--- config.mk ---
export PLATFORM = sky130hd
export DESIGN_NAME = stm_gain_stream_flat
export DESIGN_NICKNAME = d
export VERILOG_FILES = /design/src/rtl/stm_gain_stream_pkg.sv /design/src/rtl/stm_gain_stream_if.sv /design/src/rtl/stm_gain_lane_sel.sv /design/src/rtl/stm_gain_stream.sv /design/src/flat_wrapper.sv
export SDC_FILE = /design/constraint.sdc
export NUM_CORES = 1
export LEC_CHECK = 0
export CORE_MARGIN = 5
export CORE_UTILIZATION = 57
export DETAILED_ROUTE_END_ITERATION = 8
export DONT_BUFFER_PORTS = 1
export PLACE_DENSITY = 0.75
export SYNTH_ARGS = -nofsm -noshare
export SYNTH_HDL_FRONTEND = slang
export SYNTH_SLANG_ARGS = --single-unit
--- constraint.sdc ---
create_clock -name CLK -period 4.2 [get_ports CLK]
set_input_delay 0.84 -clock CLK [delete_from_list [all_inputs] [get_ports CLK]]
set_output_delay 0.84 -clock CLK [all_outputs]
set_load 0.05 [all_outputs]
--- src/rtl/stm_gain_stream_pkg.sv ---
// Shared constants and types for the STM gain streamer.
//   LANE_W        : bits per transducer entry (phase low byte, intensity high byte)
//   WORD_W_DEF    : default memory read width
//   STM_MODE_GAIN : STM mode code for gain streaming
//   gs_state_t    : streamer FSM states
//   clog2_min1()  : $clog2 clamped to at least 1 bit, for ports that may
//                   collapse to a single value (one word, one transducer)
package stm_gain_stream_pkg;

    localparam int   LANE_W        = 16;
    localparam int   WORD_W_DEF    = 64;
    localparam logic STM_MODE_GAIN = 1'b1;

    typedef enum logic [1:0] {
        ST_IDLE,
        ST_FETCH,
        ST_DRAIN
    } gs_state_t;

    function automatic int clog2_min1(input int n);
        return (n <= 2) ? 1 : $clog2(n);
    endfunction

endpackage

--- src/rtl/stm_gain_stream_if.sv ---
// Bus bundle between the gain streamer and its surroundings.
//   master : streamer view (control in, memory read port out, sample stream out)
//   slave  : environment view (drives START/SEGMENT/GAIN_IDX and MEM_VALUE)
interface stm_gain_stream_if
    import stm_gain_stream_pkg::*;
#(
    parameter int DEPTH  = 249,
    parameter int SIZE   = 1024,
    parameter int WORD_W = WORD_W_DEF
);
    localparam int LANES  = WORD_W / LANE_W;
    localparam int IDX_W  = clog2_min1(SIZE);
    localparam int ADDR_W = clog2_min1((DEPTH + LANES - 1) / LANES);
    localparam int TR_W   = clog2_min1(DEPTH);

    logic              START;
    logic              SEGMENT;
    logic [IDX_W-1:0]  GAIN_IDX;
    logic              BUSY;
    logic              MEM_SEGMENT;
    logic [IDX_W-1:0]  MEM_IDX;
    logic [ADDR_W-1:0] MEM_ADDR;
    logic [WORD_W-1:0] MEM_VALUE;
    logic              VALID;
    logic [TR_W-1:0]   TR_IDX;
    logic [7:0]        PHASE;
    logic [7:0]        INTENSITY;
    logic              DONE;

    modport master (
        input  START, SEGMENT, GAIN_IDX, MEM_VALUE,
        output BUSY, MEM_SEGMENT, MEM_IDX, MEM_ADDR,
               VALID, TR_IDX, PHASE, INTENSITY, DONE
    );

    modport slave (
        output START, SEGMENT, GAIN_IDX, MEM_VALUE,
        input  BUSY, MEM_SEGMENT, MEM_IDX, MEM_ADDR,
               VALID, TR_IDX, PHASE, INTENSITY, DONE
    );

endinterface

--- src/rtl/stm_gain_lane_sel.sv ---
// Word buffer plus lane mux.
//   clk, rst : clock, async active-high reset
//   load     : memory word is valid this cycle; capture it
//   sel      : lane to present
//   word_in  : raw memory read data
//   lane     : selected 16-bit lane
// On the load cycle the live word is muxed directly so lane 0 leaves without
// waiting for the buffer; later lanes come from the captured copy, which lets
// the memory move on to the next address.
module stm_gain_lane_sel
    import stm_gain_stream_pkg::*;
#(
    parameter int WORD_W = WORD_W_DEF,
    parameter int SEL_W  = clog2_min1(WORD_W / LANE_W)
) (
    input  logic              clk,
    input  logic              rst,
    input  logic              load,
    input  logic [SEL_W-1:0]  sel,
    input  logic [WORD_W-1:0] word_in,
    output logic [LANE_W-1:0] lane
);
    localparam int LANES = WORD_W / LANE_W;

    logic [LANES-1:0][LANE_W-1:0] word_q;
    logic [LANES-1:0][LANE_W-1:0] src;

    always_ff @(posedge clk or posedge rst) begin
        if (rst)       word_q <= '0;
        else if (load) word_q <= word_in;
    end

    always_comb begin
        src  = load ? word_in : word_q;
        lane = '0;
        for (int k = 0; k < LANES; k++)
            if (sel == SEL_W'(k)) lane = src[k];
    end

endmodule

--- src/rtl/stm_gain_stream.sv ---
// Streams one STM gain (DEPTH transducers) out of the gain BRAM read port,
// one sample per cycle.
//   CLK, RST : clock, async active-high reset
//   bus      : master side of stm_gain_stream_if
//              START/SEGMENT/GAIN_IDX -> request, BUSY while streaming
//              MEM_SEGMENT/MEM_IDX/MEM_ADDR -> memory, MEM_VALUE <- memory
//              VALID/TR_IDX/PHASE/INTENSITY -> samples, DONE with the last one
// A new word address is issued every LANES cycles; vld_pipe tracks each issue
// through the fixed read latency so the word is captured exactly when it
// returns, and its lanes drain back-to-back until the next word lands.
module stm_gain_stream
    import stm_gain_stream_pkg::*;
#(
    parameter int DEPTH        = 249,
    parameter int SIZE         = 1024,
    parameter int WORD_W       = WORD_W_DEF,
    parameter int READ_LATENCY = 2
) (
    input  logic CLK,
    input  logic RST,
    stm_gain_stream_if.master bus
);
    localparam int LANES     = WORD_W / LANE_W;
    localparam int NWORDS    = (DEPTH + LANES - 1) / LANES;
    localparam int ADDR_W    = clog2_min1(NWORDS);
    localparam int TR_W      = clog2_min1(DEPTH);
    localparam int SEL_W     = clog2_min1(LANES);
    localparam int LAST_WORD = NWORDS - 1;

    gs_state_t               state;
    logic [SEL_W-1:0]        fetch_lane;
    logic [READ_LATENCY:0]   vld_pipe;
    logic                    em_act;
    logic [SEL_W-1:0]        em_lane;
    logic [TR_W-1:0]         tr_cnt;
    logic                    load;
    logic                    emit;
    logic                    last;
    logic [SEL_W-1:0]        sel;
    logic [LANE_W-1:0]       lane;

    assign load = vld_pipe[READ_LATENCY];
    assign emit = load | em_act;
    assign sel  = load ? '0 : em_lane;
    assign last = (tr_cnt == TR_W'(DEPTH - 1));

    stm_gain_lane_sel #(.WORD_W(WORD_W), .SEL_W(SEL_W)) u_lane_sel (
        .clk     (CLK),
        .rst     (RST),
        .load    (load),
        .sel     (sel),
        .word_in (bus.MEM_VALUE),
        .lane    (lane)
    );

    // Control FSM and memory address side.
    always_ff @(posedge CLK or posedge RST) begin
        if (RST) begin
            state           <= ST_IDLE;
            bus.BUSY        <= 1'b0;
            bus.MEM_SEGMENT <= 1'b0;
            bus.MEM_IDX     <= '0;
            bus.MEM_ADDR    <= '0;
            fetch_lane      <= '0;
            vld_pipe        <= '0;
        end else begin
            vld_pipe[READ_LATENCY:1] <= vld_pipe[READ_LATENCY-1:0];
            vld_pipe[0]              <= 1'b0;
            case (state)
                ST_IDLE: if (bus.START) begin
                    state           <= ST_FETCH;
                    bus.BUSY        <= 1'b1;
                    bus.MEM_SEGMENT <= bus.SEGMENT;
                    bus.MEM_IDX     <= bus.GAIN_IDX;
                    bus.MEM_ADDR    <= '0;
                    fetch_lane      <= '0;
                    vld_pipe[0]     <= 1'b1;
                end
                ST_FETCH: begin
                    // Last address has been presented for one cycle; its data
                    // is still in flight, so hand over to DRAIN.
                    if (bus.MEM_ADDR == ADDR_W'(LAST_WORD)) begin
                        state <= ST_DRAIN;
                    end else if (fetch_lane == SEL_W'(LANES - 1)) begin
                        bus.MEM_ADDR <= bus.MEM_ADDR + ADDR_W'(1);
                        fetch_lane   <= '0;
                        vld_pipe[0]  <= 1'b1;
                    end else begin
                        fetch_lane <= fetch_lane + SEL_W'(1);
                    end
                end
                ST_DRAIN: if (bus.DONE) begin
                    state    <= ST_IDLE;
                    bus.BUSY <= 1'b0;
                end
                default: begin
                    state    <= ST_IDLE;
                    bus.BUSY <= 1'b0;
                end
            endcase
        end
    end

    // Sample side: one lane per cycle, outputs hold when idle.
    always_ff @(posedge CLK or posedge RST) begin
        if (RST) begin
            bus.VALID     <= 1'b0;
            bus.DONE      <= 1'b0;
            bus.TR_IDX    <= '0;
            bus.PHASE     <= '0;
            bus.INTENSITY <= '0;
            em_act        <= 1'b0;
            em_lane       <= '0;
            tr_cnt        <= '0;
        end else begin
            bus.VALID <= emit;
            bus.DONE  <= emit & last;
            if (emit) begin
                bus.TR_IDX                   <= tr_cnt;
                {bus.INTENSITY, bus.PHASE}   <= lane;
                if (last) begin
                    // Remaining lanes of a partial last word are dropped here.
                    em_act <= 1'b0;
                    tr_cnt <= '0;
                end else begin
                    tr_cnt <= tr_cnt + TR_W'(1);
                    if (sel == SEL_W'(LANES - 1)) begin
                        em_act <= 1'b0;   // next word lands next cycle
                    end else begin
                        em_act  <= 1'b1;
                        em_lane <= sel + SEL_W'(1);
                    end
                end
            end
        end
    end

endmodule
--- src/flat_wrapper.sv ---
// flat-port wrapper written by rule: the top's interface ports become plain ports
module stm_gain_stream_flat import stm_gain_stream_pkg::*;
#(
    parameter int DEPTH        = 249,
    parameter int SIZE         = 1024,
    parameter int WORD_W       = WORD_W_DEF,
    parameter int READ_LATENCY = 2
)
  (CLK, RST, bus_START, bus_SEGMENT, bus_GAIN_IDX, bus_MEM_VALUE, bus_BUSY, bus_MEM_SEGMENT, bus_MEM_IDX, bus_MEM_ADDR, bus_VALID, bus_TR_IDX, bus_PHASE, bus_INTENSITY, bus_DONE);
  stm_gain_stream_if #(.DEPTH(DEPTH), .SIZE(SIZE), .WORD_W(WORD_W)) bus_i ();
  input  logic CLK;
  input  logic RST;
  input wire logic [$bits(bus_i.START)-1:0] bus_START;
  input wire logic [$bits(bus_i.SEGMENT)-1:0] bus_SEGMENT;
  input wire logic [$bits(bus_i.GAIN_IDX)-1:0] bus_GAIN_IDX;
  input wire logic [$bits(bus_i.MEM_VALUE)-1:0] bus_MEM_VALUE;
  output wire logic [$bits(bus_i.BUSY)-1:0] bus_BUSY;
  output wire logic [$bits(bus_i.MEM_SEGMENT)-1:0] bus_MEM_SEGMENT;
  output wire logic [$bits(bus_i.MEM_IDX)-1:0] bus_MEM_IDX;
  output wire logic [$bits(bus_i.MEM_ADDR)-1:0] bus_MEM_ADDR;
  output wire logic [$bits(bus_i.VALID)-1:0] bus_VALID;
  output wire logic [$bits(bus_i.TR_IDX)-1:0] bus_TR_IDX;
  output wire logic [$bits(bus_i.PHASE)-1:0] bus_PHASE;
  output wire logic [$bits(bus_i.INTENSITY)-1:0] bus_INTENSITY;
  output wire logic [$bits(bus_i.DONE)-1:0] bus_DONE;
  assign bus_i.START = bus_START;
  assign bus_i.SEGMENT = bus_SEGMENT;
  assign bus_i.GAIN_IDX = bus_GAIN_IDX;
  assign bus_i.MEM_VALUE = bus_MEM_VALUE;
  assign bus_BUSY = bus_i.BUSY;
  assign bus_MEM_SEGMENT = bus_i.MEM_SEGMENT;
  assign bus_MEM_IDX = bus_i.MEM_IDX;
  assign bus_MEM_ADDR = bus_i.MEM_ADDR;
  assign bus_VALID = bus_i.VALID;
  assign bus_TR_IDX = bus_i.TR_IDX;
  assign bus_PHASE = bus_i.PHASE;
  assign bus_INTENSITY = bus_i.INTENSITY;
  assign bus_DONE = bus_i.DONE;
  stm_gain_stream #(.DEPTH(DEPTH), .SIZE(SIZE), .WORD_W(WORD_W), .READ_LATENCY(READ_LATENCY)) u_core (.CLK(CLK), .RST(RST), .bus(bus_i));
endmodule
==> results of run 1 <==
[cells in the final DEF (no fill, tap or decap), types with 3 or more instances in the layout]
| master | count |
|---|---|
| sky130_fd_sc_hd__dfrtp_1 | 125 |
| sky130_fd_sc_hd__nand2_1 | 113 |
| sky130_fd_sc_hd__nand2b_1 | 35 |
| sky130_fd_sc_hd__mux2_2 | 33 |
| sky130_fd_sc_hd__o21ai_0 | 29 |
| sky130_fd_sc_hd__inv_1 | 25 |
| sky130_fd_sc_hd__a221o_1 | 24 |
| sky130_fd_sc_hd__a21oi_1 | 19 |
| sky130_fd_sc_hd__clkbuf_16 | 16 |
| sky130_fd_sc_hd__mux2_4 | 15 |
| sky130_fd_sc_hd__a311oi_1 | 12 |
| sky130_fd_sc_hd__ha_1 | 9 |
| sky130_fd_sc_hd__nand3_1 | 8 |
| sky130_fd_sc_hd__o31ai_1 | 8 |
| sky130_fd_sc_hd__nor2_1 | 6 |
| sky130_fd_sc_hd__buf_4 | 6 |
| sky130_fd_sc_hd__and3b_1 | 5 |
| sky130_fd_sc_hd__o211ai_1 | 4 |
| sky130_fd_sc_hd__a221oi_1 | 4 |
| sky130_fd_sc_hd__a311o_1 | 4 |
| sky130_fd_sc_hd__nor4_1 | 3 |
| sky130_fd_sc_hd__clkbuf_8 | 3 |
| sky130_fd_sc_hd__clkinvlp_4 | 3 |
| sky130_fd_sc_hd__clkinv_2 | 3 |
[area by class of cell]
type / count / area [µm²] / area share
clock buffers: 21 / 449.2 / 0.06949
inverters: 26 / 100.1 / 0.01549
multi-input cells: 357 / 2427 / 0.3755
clock inverters: 10 / 115.1 / 0.01781
flip-flops and latches: 126 / 3157 / 0.4884
well taps: 136 / 170.2 / 0.02633
repair buffers: 6 / 45.04 / 0.006969
[state kept, by name, summed over array words and instances, names as in the netlist]
signal / flops
u_core.bus.MEM_ADDR: 6
u_core.bus.BUSY: 1
u_core.bus.PHASE: 8
u_core.em_lane: 2
u_core.fetch_lane: 2
u_core.bus.MEM_IDX: 10
u_core.bus.MEM_SEGMENT: 1
u_core.u_lane_sel.word_q: 64
u_core.bus.VALID: 1
u_core.tr_cnt: 8
u_core.em_act: 1
u_core.bus.TR_IDX: 8
u_core.bus.DONE: 1
u_core.bus.INTENSITY: 8
u_core.vld_pipe: 3
u_core.state: 2
[critical path: cells and delay by family, from the launching register on]
| kind | cells | cell delay [ps] |
|---|---|---|
| AOI/OAI and AO/OA | 2 | 490 |
| adders and majority gates | 1 | 720 |
| buffers and inverters | 1 | 100 |
| DFF | 1 | 720 |
| and+or+nand+nor | 2 | 840 |
[through the flow]
stage / utilization / cells / area, µm² / hold slack (ps) / power, mW
3_3_place_gp: 0.5792 / 651 / 5899 / 335.3 / 4.399
3_5_place_dp: 0.5792 / 651 / 5899 / 337.0 / 4.505
6_report: 0.6346 / 682 / 6464 / 332.8 / 5.854
4_1_cts: 0.6346 / 682 / 6464 / 342.5 / 5.899
5_1_grt: 0.6346 / 682 / 6464 / 356.0 / 6.226
2_1_floorplan: - / 544 / 5866 / 331.2 / 4.056
[per-layer routing]
layer	vias to the layer above	routed length [µm]	GRT usage
met4	0	108	0.06488
met5	-	0	0
met3	8	1422	0.09783
met1	1918	5105	0.2689
li1	1899	-	-
met2	153	6302	0.3394
[cell usage after synthesis (2+ instances only)]
library cell | number | area, µm²
sky130_fd_sc_hd__nand2_1 | 113 | 424.2
sky130_fd_sc_hd__a311o_1 | 4 | 40.04
sky130_fd_sc_hd__mux2_2 | 33 | 371.6
sky130_fd_sc_hd__a221o_1 | 24 | 240.2
sky130_fd_sc_hd__o21ai_0 | 29 | 145.1
sky130_fd_sc_hd__nand2b_1 | 35 | 219.0
sky130_fd_sc_hd__clkbuf_1 | 20 | 75.07
sky130_fd_sc_hd__dfrtp_1 | 126 | 3153
sky130_fd_sc_hd__nor4_1 | 3 | 18.77
sky130_fd_sc_hd__mux2_4 | 15 | 225.2
sky130_fd_sc_hd__a311oi_1 | 12 | 105.1
sky130_fd_sc_hd__buf_1 | 2 | 7.510
sky130_fd_sc_hd__buf_2 | 8 | 40.04
sky130_fd_sc_hd__a21oi_1 | 19 | 95.09
sky130_fd_sc_hd__nand3_1 | 8 | 40.04
sky130_fd_sc_hd__inv_1 | 26 | 97.59
sky130_fd_sc_hd__a31oi_1 | 2 | 12.51
sky130_fd_sc_hd__a221oi_1 | 4 | 35.03
sky130_fd_sc_hd__buf_6 | 4 | 45.04
sky130_fd_sc_hd__and3_1 | 2 | 12.51
sky130_fd_sc_hd__o211ai_1 | 4 | 30.03
sky130_fd_sc_hd__nor2_1 | 6 | 22.52
sky130_fd_sc_hd__o31ai_1 | 8 | 60.06
sky130_fd_sc_hd__and3b_1 | 5 | 43.79
sky130_fd_sc_hd__ha_1 | 9 | 112.6
sky130_fd_sc_hd__o21ai_1 | 2 | 10.01
sky130_fd_sc_hd__a21boi_0 | 2 | 15.01
[power groups by stage]
stage	logic (mW)	clock network [mW]	registers, mW
after global placement	1.80	0	2.60
after floorplan	1.60	0	2.46
after CTS	1.89	1.40	2.61
after global routing	2.07	1.48	2.68
final	1.86	1.38	2.61
after detailed placement	1.87	0	2.63
[worst paths after layout]
| check | startpoint | endpoint | slack [ps] | cells past startpoint |
|---|---|---|---|---|
| min in group CLK | u_core.vld_pipe[0] | u_core.vld_pipe[1] | 350 | 0 |
| worst min register to register | u_core.vld_pipe[0] | u_core.vld_pipe[1] | 350 | 0 |
| worst max-delay path | u_core.vld_pipe[2] | u_core.bus.PHASE[4] | 1270 | 6 |
| worst min-delay path | RST | u_core.bus.TR_IDX[3] | 330 | 1 |
| max in group asynchronous | RST | u_core.u_lane_sel.word_q[4] | 3050 | 2 |
| worst max register to register | u_core.vld_pipe[2] | u_core.bus.PHASE[4] | 1270 | 6 |
[logic make-up (layout without fill, tap and decap cells)]
group / after synthesis / after routing / synth area share
XOR/XNOR: 1 / 1 / 0.001493
adder cells (fa/ha/maj): 9 / 9 / 0.01920
flip-flops: 126 / 126 / 0.5375
AO/OA/AOI/OAI: 117 / 117 / 0.1440
buffers and inverters: 61 / 63 / 0.04863
multiplexers: 50 / 50 / 0.1054
AND/OR/NAND/NOR: 180 / 180 / 0.1438
==> results.cfg, run 1 <==
[setup_path]
cp_slowest_cell = sky130_fd_sc_hd__dfrtp_4
timing.critical_path.required_ps = 4650
critical_path.max_stage_delay_ps = 720
crit_fanout = 44
setup.worst_path.end_class = flop
path_class = flop to flop
arrival_ps = 3390
timing.critical_path.cells = nand2b_1 > inv_1 > ha_1 > nand2_1 > o21ai_0 > a221o_1
critPathLaunchType = flop

[detailed_routing]
antenna_left = 0
drtIter0Drc = 310
via_count = 3978
route.detailed.wl_per_inst_um = 18.97
totalWireLength_um = 12940
dr.pass1.iters = 4
route.detailed.drc = 0
vias_per_cell = 5.833

[synthesis]
netlist_area_mm2 = 0.005866
synth_enable_flop_cells = 0
post_synthesis_register_bit_count = 126
asyncSetResetFlopFracSynth = 1.000
synth_flop_cell = sky130_fd_sc_hd__dfrtp_1
synth.net_count = 631
syn-instance-count = 544
synth.distinct_cells = 46
syn_area_per_cell_um2 = 10.78
synth-warning-count = 0
synth-seq-area-share = 0.5375

[floorplan]
die_h_um = 111.4
die_area_mm2 = 0.01242
initial_core_util = 0.5759
ios = 122
num_rows = 37
core_region_area_mm2 = 0.01018
die_x_um = 111.4

[run_status]
status = finished, final reports clean

[power_and_ir_drop]
power_frac_seq = 0.445
power.share.combinational = 0.319
total_leakage_power_nw = 2.895
power.switching_mw = 2.352
clockPowerShare = 0.236
internal_power_mw = 3.502
power_per_cell_area_mw_per_mm2 = 905.6
swShare = 0.4018
ir_worst_vdd_v = 0.0005110

[timing]
total_negative_slack_ps = 0
setup-violations-final = 0
worstMarginPinSlew_ps = 865.1
rsz0062_at_grt = no
fin_ws_ps = 1265
fmax_mhz = 340.7
slew-limit-headroom = 0.4233
fin_crit_ps = 2935
timing.clock.skew_ps = 11.66
finalHoldViolCount = 0
drv_slew = 0
tcrit_tclk_final = 0.6988

[placement]
hpwlAfterDp_um = 9113
pre_cts_ws_ps = 1240
place.port_buffers = 0
place.gp.congestion = 0.8507

[clock_network]
ctsRootBufferMaster = sky130_fd_sc_hd__clkbuf_8
post_cts.resized_instances = 0
cts.reportedPaths.clkPinSlew_ps = 60
cts_hold_repair.buffers = 0
numClockSinks = 126
clock_latency_reported_for_the_late_side_of_the_worst_skew_pair_ps = 510
cts-htree-levels = 4
tritoncts = done
numCtsBuffers = 17
clock_tree.buffer_depth = 2
postCtsSetupBuffers = 0

[global_route]
grt_start_max_net_pins = 80
via_count_of_the_first_global_routing_pass = 4094
antenna_found_initial = 0
grtUsageTotal = 0.2155
global_route.overflow_total = 0
grt_pass1_wl_um = 21120

[layout]
final_layout_size_suffix_gt1_frac = 0.1575
nets = 621
antenna_cells = 0
num-fill-cells = 795
area_delta_synth_final_pct = 10.20

[worst_hold_path]
hold_class = primary input to asynchronous set/reset pin

[job]
max-cap-violations = 0
(Power assumes the default switching activity.)
==> run 2, diff against run 1 <==
--- a/config.mk
+++ b/config.mk
@@ -6,10 +6,10 @@
 export NUM_CORES = 1
 export LEC_CHECK = 0
 export CORE_MARGIN = 5
-export CORE_UTILIZATION = 57
+export CORE_UTILIZATION = 63
 export DETAILED_ROUTE_END_ITERATION = 8
 export DONT_BUFFER_PORTS = 1
-export PLACE_DENSITY = 0.75
+export PLACE_DENSITY = 0.79
 export SYNTH_ARGS = -nofsm -noshare
 export SYNTH_HDL_FRONTEND = slang
 export SYNTH_SLANG_ARGS = --single-unit
==> constraint.sdc (replaced) <==
create_clock -name CLK -period 3 [get_ports CLK]
set_input_delay 0.6 -clock CLK [delete_from_list [all_inputs] [get_ports CLK]]
set_output_delay 0.6 -clock CLK [all_outputs]
set_load 0.05 [all_outputs]
==> run 2 against run 1 <==
Via count increased by 3.6%. Largest power group unchanged. First-iteration DRC count is 19% lower. Cell count down 3.2%. Sequential share of layout area hardly changed. Wire length grew 0.78%. Combinational power grew 48%. Critical endpoint is now u_core.bus.PHASE[0]. Non-clock buffer count is 4 higher.
==> results.cfg, run 2 (synthesis results as in run 1) <==
[global_route]
via_count_of_the_first_global_routing_pass = 4220
global_route.overflow_total = 0
grtUsageTotal = 0.2442
grt_pass1_wl_um = 21310
grt_start_max_net_pins = 62
antenna_found_initial = 0

[clock_network]
numClockSinks = 126
numCtsBuffers = 17
cts-htree-levels = 4
ctsRootBufferMaster = sky130_fd_sc_hd__clkbuf_8
tritoncts = done
cts.reportedPaths.clkPinSlew_ps = 60
clock_latency_reported_for_the_late_side_of_the_worst_skew_pair_ps = 510
clock_tree.buffer_depth = 2
cts_hold_repair.buffers = 0
post_cts.resized_instances = 0
postCtsSetupBuffers = 0

[power_and_ir_drop]
internal_power_mw = 4.870
clockPowerShare = 0.221
power.switching_mw = 3.297
ir_worst_vdd_v = 0.0006131
power.share.combinational = 0.338
total_leakage_power_nw = 2.908
power_frac_seq = 0.441
power_per_cell_area_mw_per_mm2 = 1264
swShare = 0.4037
totalPowerFinal_mw = 8.167

[worst_hold_path]
hold_class = primary input to asynchronous set/reset pin

[floorplan]
die_area_mm2 = 0.01134
die_h_um = 106.5
num_rows = 35
die_x_um = 106.5
initial_core_util = 0.6409
ios = 122
core_region_area_mm2 = 0.009153

[layout]
layout.cells.most_common = sky130_fd_sc_hd__dfrtp_1
biggestRegsByFlops = u_core.u_lane_sel.word_q: 64 flops, u_core.bus.MEM_IDX: 10 flops
sequential_cell_area_in_the_final_layout_mm2 = 0.003157
finalNonFillerCells = 660
area_delta_synth_final_pct = 10.11
final_layout_size_suffix_gt1_frac = 0.1585
nets = 625
registers.top_by_ff_count = u_core.u_lane_sel.word_q
largest_register_ff_count = 64
antenna_cells = 0
layout.cells.most_common_list = sky130_fd_sc_hd__dfrtp_1 (125), sky130_fd_sc_hd__nand2_1 (113), sky130_fd_sc_hd__nand2b_1 (35), sky130_fd_sc_hd__mux2_2 (33), sky130_fd_sc_hd__o21ai_0 (29)
layout.cell_area.non_filler_mm2 = 0.006459
num-fill-cells = 648
multi_input_area_mm2 = 0.002427

[timing]
finalHoldViolCount = 0
tcrit_tclk_final = 0.8157
timing.clock.skew_ps = 5.005
slew-limit-headroom = 0.2354
fmax_mhz = 408.6
worstMarginPinSlew_ps = 1145
rsz0062_at_grt = no
hold_slack_ps = 92.15
fin_crit_ps = 2447
drv_slew = 0
total_negative_slack_ps = 0
setup-violations-final = 0

[setup_path]
setup.worst_path.end_class = flop
timing.reg2reg.worst_path_depth = 6
timing.critical_path.required_ps = 3450
crit-reg2reg-launch = u_core.vld_pipe[2]
crit_fanout = 16
path_class = flop to flop
regToRegSetupSlack_ps = 550
arrival_ps = 2890
crit_path_start = u_core.vld_pipe[2]
critical_path.reg2reg.endpoint = u_core.bus.PHASE[0]
critPathLaunchType = flop

[detailed_routing]
totalWireLength_um = 13040
dr.pass1.iters = 6
antenna_left = 0
via_count = 4121
drtIter0Drc = 252
route.detailed.drc = 0
vias_per_cell = 6.244
route.detailed.wl_per_inst_um = 19.76

[placement]
place.gp.congestion = 0.8245
placedCellCount = 630
place.port_buffers = 0
dpl_cell_area_mm2 = 0.005937
hpwlAfterDp_um = 9071

[run_status]
status = finished, final reports clean

[job]
max-cap-violations = 0
run 2: cell type report:
class | instances | share of cell area
inverter | 26 | 0.01569
multi-input combinational | 357 | 0.3758
tap | 111 | 0.02150
clock buffer | 23 | 0.07071
clock inverter | 7 | 0.01007
sequential | 126 | 0.4888
timing repair buffer | 10 | 0.01744
run 2: per-layer routing:
layer	global-route usage	wire, µm
met5	0	0
met4	0.08950	257
met3	0.1044	1259
met2	0.3914	6375
met1	0.2953	5147
run 2: worst max-delay path, stage by stage, from the launching register on:
cell and delay, ps:
sky130_fd_sc_hd__dfrtp_4 470, sky130_fd_sc_hd__nand2b_1 190, sky130_fd_sc_hd__ha_1 210, sky130_fd_sc_hd__nor2b_1 880
sky130_fd_sc_hd__a221oi_1 200, sky130_fd_sc_hd__nor4_1 280, sky130_fd_sc_hd__a311o_1 150
run 2: how the worst max path moves through the flow:
| stage | cells past startpoint | slack (ps) | to |
|---|---|---|---|
| floorplan | 13 | 420 | u_core.bus.PHASE[1] |
| global placement | 6 | 720 | u_core.bus.PHASE[6] |
| detailed placement | 6 | 650 | u_core.bus.INTENSITY[4] |
| CTS | 6 | 590 | u_core.bus.PHASE[0] |
| global route | 6 | 360 | u_core.bus.INTENSITY[4] |
| finish | 6 | 550 | u_core.bus.PHASE[0] |
run 2: through the flow:
step | utilization | worst slack [ps]
final | 0.7057 | 552.8
after global routing | 0.7057 | 363.6
after CTS | 0.7057 | 586.0
after detailed placement | 0.6487 | 649.8
after global placement | 0.6487 | 723.1
after floorplan | - | 415.5
run 2: power by group through the flow:
stage | clock (mW) | sequential, mW | combinational (mW)
final | 1.81 | 3.60 | 2.76
after global routing | 1.93 | 3.68 | 3.07
after CTS | 1.83 | 3.60 | 2.76
after detailed placement | 0 | 3.62 | 2.74
after global placement | 0 | 3.59 | 2.64
after floorplan | 0 | 3.44 | 2.24
==> run 3, diff against run 2 <==
--- a/config.mk
+++ b/config.mk
@@ -6,10 +6,10 @@
 export NUM_CORES = 1
 export LEC_CHECK = 0
 export CORE_MARGIN = 5
-export CORE_UTILIZATION = 63
+export CORE_UTILIZATION = 57
 export DETAILED_ROUTE_END_ITERATION = 8
 export DONT_BUFFER_PORTS = 1
-export PLACE_DENSITY = 0.79
+export PLACE_DENSITY = 0.75
 export SYNTH_ARGS = -nofsm -noshare
 export SYNTH_HDL_FRONTEND = slang
 export SYNTH_SLANG_ARGS = --single-unit
==> constraint.sdc (replaced) <==
create_clock -name CLK -period 2.1 [get_ports CLK]
set_input_delay 0.42 -clock CLK [delete_from_list [all_inputs] [get_ports CLK]]
set_output_delay 0.42 -clock CLK [all_outputs]
set_load 0.05 [all_outputs]
==> run 3 against run 2 <==
Clock power rose by 51%. Register-to-register slack got worse by 460 ps. Global-route usage fell by 0.13 points. Critical path depth fell by 1. Largest power group unchanged. Clock-buffer cell count fell by 3. Worst hold slack got worse by 78 ps. Die area rose by 9.5%. Largest cell class unchanged. Critical endpoint is now u_core.bus.PHASE[5]. Wire length rose by 13%. Combinational power rose by 69%. Clock skew rose by 3.7 ps.
==> results.cfg, run 3 (synthesis results as in run 1) <==
[run_status]
status = finished, final reports clean

[layout]
antenna_cells = 0
num-fill-cells = 735
final_layout_size_suffix_gt1_frac = 0.1911
layout.cells.most_common_list = sky130_fd_sc_hd__dfrtp_1 (125), sky130_fd_sc_hd__nand2_1 (113), sky130_fd_sc_hd__nand2b_1 (33), sky130_fd_sc_hd__mux2_2 (33), sky130_fd_sc_hd__o21ai_0 (29)
area_delta_synth_final_pct = 17.45
layout.cells.most_common = sky130_fd_sc_hd__dfrtp_1
largest_register_ff_count = 64
registers.top_by_ff_count = u_core.u_lane_sel.word_q
layout.cell_area.non_filler_mm2 = 0.006889
nets = 660
biggestRegsByFlops = u_core.u_lane_sel.word_q: 64 flops, u_core.bus.MEM_IDX: 10 flops

[detailed_routing]
drtIter0Drc = 302
vias_per_cell = 6.025
route.detailed.wl_per_inst_um = 20.44
dr.pass1.iters = 5
route.detailed.drc = 0
antenna_left = 0
totalWireLength_um = 14760
via_count = 4350

[setup_path]
setup.worst_path.end_class = flop
critical_path.max_stage_delay_ps = 420
crit_path_start = u_core.vld_pipe[2]
crit_fanout = 54
path_class = flop to flop
worst-path-buf-inv = 2
crit-reg2reg-launch = u_core.vld_pipe[2]
arrival_ps = 2410
critPathLaunchType = flop
cp_top_family = compound AO/OA/AOI/OAI gates
cp_common_cell = sky130_fd_sc_hd__a221o_1
cp_slowest_cell = sky130_fd_sc_hd__dfrtp_4
timing.critical_path.cells = buf_4 > buf_12 > mux2_2 > a221o_1 > a221o_1
timing.critical_path.required_ps = 2510

[floorplan]
ios = 122
die_x_um = 111.4
core_region_area_mm2 = 0.01018
initial_core_util = 0.5759
die_area_mm2 = 0.01242
die_h_um = 111.4
num_rows = 37

[timing]
fin_crit_ps = 2006
tcrit_tclk_final = 0.9552
setup-violations-final = 0
drv_slew = 0
timing.clock.skew_ps = 8.659
worstMarginPinSlew_ps = 660.4
fmax_mhz = 498.5
finalHoldViolCount = 0
hold_slack_ps = 14.32
total_negative_slack_ps = 0
rsz0062_at_grt = no
slew-limit-headroom = 0.5597

[power_and_ir_drop]
total_leakage_power_nw = 3.077
power_per_cell_area_mw_per_mm2 = 1783
ir_worst_vdd_v = 0.0009872

[clock_network]
clock_tree.buffer_depth = 2
clock_latency_reported_for_the_late_side_of_the_worst_skew_pair_ps = 530
numClockSinks = 126
numCtsBuffers = 17
cts.reportedPaths.clkPinSlew_ps = 60
cts-htree-levels = 4
tritoncts = done
ctsRootBufferMaster = sky130_fd_sc_hd__clkbuf_8

[global_route]
via_count_of_the_first_global_routing_pass = 4552
global_route.overflow_total = 0
grt_pass1_wl_um = 23560
grt_start_max_net_pins = 127
grtUsageTotal = 0.2429
antenna_found_initial = 0

[worst_hold_path]
holdCritStartpoint = bus_GAIN_IDX[9]
hold_class = primary input to flop

[placement]
dpl_cell_area_mm2 = 0.006110
hpwlAfterDp_um = 9768
place.gp.congestion = 0.8496
place.port_buffers = 0

[job]
max-cap-violations = 0
## run 3: cell count changes in the layout (fill, tap and decap cells not counted), sizes merged
| cell | previous run | this run |
|---|---|---|
| dlygate4sd3 | 0 | 21 |
| inv | 25 | 27 |
| clkinvlp | 3 | 6 |
| buf | 10 | 24 |
| clkbuf | 23 | 20 |
## run 3: through the flow
step             util  worst slack, ps  instances  power, mW
3_5_place_dp   0.5999           -286.7        669      9.439
4_1_cts        0.6756            88.18        722      12.28
5_1_grt        0.6764            3.094        722      12.98
2_1_floorplan       -           -236.8        544      8.272
3_3_place_gp   0.5999           -251.9        669      9.200
6_report       0.6764            94.12        722      12.28
## run 3: cell type report
type                    count  area (µm²)  share of cell area
flip-flops and latches    126        3157              0.4582
multi-input cells         357        2469              0.3583
clock buffers              20       445.4             0.06466
repair buffers             45       431.7             0.06266
well taps                 136       170.2             0.02470
clock inverters            12       112.6             0.01635
inverters                  26       103.9             0.01507
## run 3: power breakdown
group / internal, mW / switching [mW]
registers: 3.48 / 1.40
logic: 2.14 / 2.51
clock network: 1.64 / 1.10
## run 3: timing repair
action,in CTS,in global routing
endpoints found under the hold margin,78,0
gates resized for setup,1,2
pin swaps,0,0
setup buffers,0,0
setup endpoints to repair,16,6
hold buffers,21,0
## run 3: worst register-to-register path: stages, from the launching register on
cell	delay [ps]
sky130_fd_sc_hd__dfrtp_4	420
sky130_fd_sc_hd__buf_4	130
sky130_fd_sc_hd__buf_12	250
sky130_fd_sc_hd__mux2_2	440
sky130_fd_sc_hd__a221o_1	350
sky130_fd_sc_hd__a221o_1	300
## run 3: worst paths after layout
check / end / slack, ps / cells past startpoint
worst max-delay path: u_core.bus.PHASE[5] / 90 / 5
worst min-delay path: u_core.bus.MEM_IDX[9] / 10 / 2
min in group asynchronous: u_core.u_lane_sel.word_q[4] / 570 / 3
worst max register to register: u_core.bus.PHASE[5] / 90 / 5
worst min register to register: u_core.vld_pipe[2] / 350 / 0
max in group asynchronous: u_core.vld_pipe[2] / 980 / 3
## run 3: metal layers
| metal | up-vias | share of wire | global-route usage |
|---|---|---|---|
| li1 | 1978 | - | - |
| met1 | 2131 | 0.37 | 0.2790 |
| met2 | 205 | 0.49 | 0.3985 |
| met3 | 36 | 0.091 | 0.09022 |
| met4 | 0 | 0.040 | 0.1257 |
| met5 | - | 0 | 0 |
